### src/rtl/seg_scan_ctrl.sv
// Seven-segment scan controller: parses UART digit commands into a staging
// buffer, commits on CR, and time-multiplexes digits with blank intervals.
// Ports: clk, resetn (async, active-low), rx_byte/rx_valid (byte stream in),
//        seg {a..g} and one-hot an (registered), cmd_err (one-cycle pulse).
module seg_scan_ctrl #(
    parameter int NUM_DIGITS   = 4,
    parameter int SCAN_DIV     = 12000,
    parameter int BLANK_CYCLES = 48
) (
    input  logic                  clk,
    input  logic                  resetn,
    input  logic [7:0]            rx_byte,
    input  logic                  rx_valid,
    output logic [6:0]            seg,
    output logic [NUM_DIGITS-1:0] an,
    output logic                  cmd_err
);

    localparam int CW = $clog2(SCAN_DIV + 1);
    localparam int IW = $clog2(NUM_DIGITS);

    localparam logic [0:0] ST_BLANK = 1'b0;
    localparam logic [0:0] ST_DRIVE = 1'b1;

    localparam logic [CW-1:0] BLK_LAST = CW'(BLANK_CYCLES - 1);
    localparam logic [CW-1:0] DRV_LAST = CW'(SCAN_DIV - BLANK_CYCLES - 1);
    localparam logic [IW-1:0] IDX_LAST = IW'(NUM_DIGITS - 1);

    localparam logic [NUM_DIGITS-1:0][3:0] ALL_BLANK = {NUM_DIGITS{4'hF}};

    logic [NUM_DIGITS-1:0][3:0] stg_q, stg_d;
    logic [NUM_DIGITS-1:0][3:0] disp_q, disp_d;
    logic                       cmd_err_q, cmd_err_d;
    logic [0:0]                 state_q, state_d;
    logic [CW-1:0]              cnt_q, cnt_d;
    logic [IW-1:0]              idx_q, idx_d;
    logic [3:0]                 lat_q, lat_d;
    logic [6:0]                 seg_q, seg_d;
    logic [NUM_DIGITS-1:0]      an_q, an_d;

    logic is_digit;
    logic is_bs;
    logic is_clr;
    logic is_cr;
    logic is_lf;

    function automatic logic [6:0] decode(input logic [3:0] code);
        logic [6:0] s;
        case (code)
            4'd0:    s = 7'b1111110;
            4'd1:    s = 7'b0110000;
            4'd2:    s = 7'b1101101;
            4'd3:    s = 7'b1111001;
            4'd4:    s = 7'b0110011;
            4'd5:    s = 7'b1011011;
            4'd6:    s = 7'b1011111;
            4'd7:    s = 7'b1110000;
            4'd8:    s = 7'b1111111;
            4'd9:    s = 7'b1111011;
            default: s = 7'b0000000;
        endcase
        return s;
    endfunction

    assign is_digit = (rx_byte >= 8'h30) && (rx_byte <= 8'h39);
    assign is_bs    = (rx_byte == 8'h08);
    assign is_clr   = (rx_byte == 8'h43) || (rx_byte == 8'h63);
    assign is_cr    = (rx_byte == 8'h0D);
    assign is_lf    = (rx_byte == 8'h0A);

    // Command parser
    always_comb begin
        stg_d     = stg_q;
        disp_d    = disp_q;
        cmd_err_d = 1'b0;
        if (rx_valid) begin
            unique case (1'b1)
                is_digit: stg_d = {stg_q[NUM_DIGITS-2:0], rx_byte[3:0]};
                is_bs:    stg_d = {4'hF, stg_q[NUM_DIGITS-1:1]};
                is_clr:   stg_d = ALL_BLANK;
                is_cr: begin
                    disp_d = stg_q;
                    stg_d  = ALL_BLANK;
                end
                is_lf:    stg_d = stg_q;
                default:  cmd_err_d = 1'b1;
            endcase
        end
    end

    // Scan FSM; the digit code is latched at DRIVE entry so a commit
    // never changes the digit currently lit.
    always_comb begin
        state_d = state_q;
        cnt_d   = cnt_q + CW'(1);
        idx_d   = idx_q;
        lat_d   = lat_q;
        case (state_q)
            ST_BLANK: begin
                if (cnt_q == BLK_LAST) begin
                    state_d = ST_DRIVE;
                    cnt_d   = '0;
                    lat_d   = disp_q[idx_q];
                end
            end
            ST_DRIVE: begin
                if (cnt_q == DRV_LAST) begin
                    state_d = ST_BLANK;
                    cnt_d   = '0;
                    idx_d   = (idx_q == IDX_LAST) ? '0 : idx_q + IW'(1);
                end
            end
            default: begin
                state_d = ST_BLANK;
                cnt_d   = '0;
            end
        endcase
    end

    // Outputs follow the next state so they line up with state_q.
    always_comb begin
        an_d  = '0;
        seg_d = '0;
        if (state_d == ST_DRIVE) begin
            an_d  = {{(NUM_DIGITS-1){1'b0}}, 1'b1} << idx_d;
            seg_d = decode(lat_d);
        end
    end

    always_ff @(posedge clk or negedge resetn) begin
        if (!resetn) begin
            stg_q     <= ALL_BLANK;
            disp_q    <= ALL_BLANK;
            cmd_err_q <= 1'b0;
            state_q   <= ST_BLANK;
            cnt_q     <= '0;
            idx_q     <= '0;
            lat_q     <= 4'hF;
            seg_q     <= '0;
            an_q      <= '0;
        end else begin
            stg_q     <= stg_d;
            disp_q    <= disp_d;
            cmd_err_q <= cmd_err_d;
            state_q   <= state_d;
            cnt_q     <= cnt_d;
            idx_q     <= idx_d;
            lat_q     <= lat_d;
            seg_q     <= seg_d;
            an_q      <= an_d;
        end
    end

    assign seg     = seg_q;
    assign an      = an_q;
    assign cmd_err = cmd_err_q;

endmodule
### config.mk
export PLATFORM = sky130hd
export DESIGN_NAME = seg_scan_ctrl
export DESIGN_NICKNAME = d
export VERILOG_FILES = /design/src/rtl/seg_scan_ctrl.sv
export SDC_FILE = /design/constraint.sdc
export NUM_CORES = 1
export LEC_CHECK = 0
export CORE_UTILIZATION = 52
export DETAILED_ROUTE_END_ITERATION = 8
export PLACE_DENSITY_LB_ADDON = 0.3
export SYNTH_ARGS = -nofsm -noshare
export SYNTH_HDL_FRONTEND = slang
export SYNTH_SLANG_ARGS = --single-unit
### constraint.sdc
create_clock -name clk -period 2.2 [get_ports clk]
set_clock_uncertainty 0.05 [all_clocks]
set_input_delay 0.33 -clock clk [delete_from_list [all_inputs] [get_ports clk]]
set_output_delay 0.33 -clock clk [all_outputs]
set_load 0.01 [all_outputs]
==> summary.txt <==
Gr usage total: 0.240
Initial Util: 0.538
Core Rows: 28
Ranking of synthesized cells by area: dfstp_2 (30%), dfrtp_1 (23%), mux2_2 (5.7%), nor2_1 (5.0%), nand2_1 (3.1%)
Psw: 0.698 mW
Initial DRC Count: 201
Status: complete, but fails checks
DPL Wire Length: 4580 µm
Vias per cell: 5.67
Die Span Y: 80.1 µm
Initial antenna violation count: 0
Die area: 6410 µm²
Mapped cell area: 3170 µm²
Worst-Margin Slew: 0.523 ns
CP arrival: 2.51 ns
Die Width: 80.1 µm
Pin count of the biggest net entering global routing: 45
Fin nets: 388
# H-tree levels: 3
Hold path cells: 4
Top FF cell, synth: dfstp_2
Post-synthesis async set-or-reset flop share: 1.00
Total wire length: 7500 µm
Count leader, synth: nor2_1
Number of synthesized flops with an enable pin: 0
Leak pwr: 1.84 nW
Insertion delay to the later sink of the worst-skew pair: 0.33 ns
Power Density: 644 nW/µm²
Synth Instances: 297
Reg power frac: 0.513
DRC: 0
Comb pwr share: 0.134
Setup ws final: -0.109 ns
VDD IR max: 0.000428 V
First-pass GRT wire length: 11,400 µm
Initial DRT Pass Iterations: 5
CTS buffer count: 9
GR Overflow Total: 0
Fmax achieved: 433 MHz
Clock-pin slew on the worst setup and hold paths: 0.07 ns
Synth cell count leaders: nor2_1 (42), dfstp_2 (36), dfrtp_1 (29)
Max_cap viols: 0
Vias in the first global route: 2,471
Sequential area share after synthesis: 0.528
DP Area: 3770 µm²
Endpoints failing setup: 5
Highest net fanout along the worst path: 5
Switching portion of total power: 0.251
Syn. warnings: 0
CP Data Required Time: 2.41 ns
Cell Int Power: 2.09 mW
CTS Root Cell: clkbuf_8
Failing checks: setup timing
Min Clock Period, post-route: 2.31 ns
Core area: 5890 µm²
Hold Path Class: primary input to flip-flop
Maximum root-to-sink buffer count: 2
Design area: 4330 µm²
CTS Sinks: 65
Syn_area_per_cell: 10.7 µm²
GP Congestion: 0.805
Area delta synth->final: 36.6%
Leading area contributor after synthesis: dfstp_2
R2R cell count: 7
Crit end category: flip-flop
CTS tree: done
Final hold vios: 0
Yosys reg bits: 65
Antenna Nets Post-Route: 0
Final worst-path cycle share: 1.05
Via count: 2,558
Syn nets: 314
Worst setup path class: flip-flop to flip-flop
Slew headroom: 0.652
Post-synth top area share: 0.299
Port-buffer cells: 22
Total Power: 2.79 mW
# diodes: 0
Unique masters post-synth: 46
Post-layout util: 0.735
Max-slew violation count: 0
Wire per inst: 16.6 µm
Critical path launch point type: flip-flop
RSZ-0062 raised after global routing: yes
Share of cells above drive strength 1: 0.431
# IOs: 23
Clock share of power: 0.353
[flip-flops by register name (all words and copies together), names as in the netlist]
register,cells
disp_q,16
an,4
lat_q,4
cnt_q,14
seg,7
cmd_err,1
idx_q,2
state_q,1
stg_q,16
[path summary, 6_finish.rpt]
kind / from / endpoint / slack, ns
max: cnt_q[6] / seg[0] / -0.11
min: rx_byte[3] / stg_q[3] / 0.40
max reg2reg: cnt_q[6] / seg[0] / -0.11
min reg2reg: stg_q[1] / stg_q[1] / 0.44
max in group asynchronous: resetn / stg_q[10] / 0.98
min in group asynchronous: resetn / cnt_q[6] / 0.45
[cell type report]
class                   instances  area, µm²
flip-flops and latches         65       1670
inverters                       9       36.3
clock buffers                  12        145
repair buffers                 75        677
multi-input cells             211       1660
well taps                      75       93.8
fillers                       396       1560
clock inverters                 4       45.0
[timing repair]
item | 4_1_cts | 5_1_grt
gates resized for setup | 22 | 45
buffers inserted | 2 | 10
pin swaps | 11 | 18
hold endpoints to repair | 18 | 0
endpoints found under the setup margin | 15 | 28
hold buffers | 1 | 0
[power by group through the flow]
stage | Combinational, mW | Sequential, mW | Clock, mW
5_1_grt | 0.415 | 1.44 | 1.04
2_1_floorplan | 0.177 | 1.42 | 0
3_3_place_gp | 0.306 | 1.44 | 0
4_1_cts | 0.338 | 1.42 | 1.00
6_report | 0.375 | 1.43 | 0.982
3_5_place_dp | 0.317 | 1.44 | 0
[cell families (layout without fill, tap and decap cells)]
| kind of cell | Yosys count | after routing | synth area share |
|---|---|---|---|
| multiplexers | 24 | 24 | 0.0979 |
| XOR/XNOR | 12 | 12 | 0.0332 |
| buffers and inverters | 21 | 100 | 0.0284 |
| flip-flops | 65 | 65 | 0.528 |
| AND/OR/NAND/NOR | 107 | 107 | 0.162 |
| AO/OA/AOI/OAI | 62 | 62 | 0.128 |
| adder cells (fa/ha/maj) | 6 | 6 | 0.0237 |
[layout by cell type (no fill, tap or decap), drive strengths merged, types with 8 or more instances in the layout]
cell type	netlist	routed
buf	4	53
nor2	42	42
dfstp	36	36
dfrtp	29	29
nand2	26	26
clkdlybuf4s50	0	17
o21ai	17	17
mux2	16	16
clkbuf	8	12
nand3	11	11
a21oi	10	10
o22ai	9	9
and3	9	9
inv	9	9
xor2	8	8
a22oi	8	8
[metrics by stage]
stage,TNS (ns),hold WS (ns),std cells,setup WS [ns]
3_5_place_dp,-11.56,0.278,422,-0.420
5_1_grt,-0.973,0.447,451,-0.152
3_3_place_gp,-8.53,0.274,422,-0.369
2_1_floorplan,-0.0226,-0.0156,297,-0.0226
4_1_cts,-0.379,0.450,441,-0.0687
6_report,-0.398,0.397,451,-0.109
[per-layer routing]
metal  vias up  global-route usage  wire length (µm)
li1       1216                   -                 -
met1      1250               0.291              3080
met2        69               0.407              3930
met3        23              0.0523               285
met4         0               0.107               204
met5         -                   0                 0
[worst max-delay path, stage by stage, from the launching register on]
cell     delay (ns)
dfrtp_1        0.39
or2_4          0.24
or4_4          0.56
o21ai_4        0.23
nand2_2        0.13
ha_2           0.20
a211o_1        0.28
a21oi_1        0.13
No activity file was read; power rests on OpenSTA's default activity.
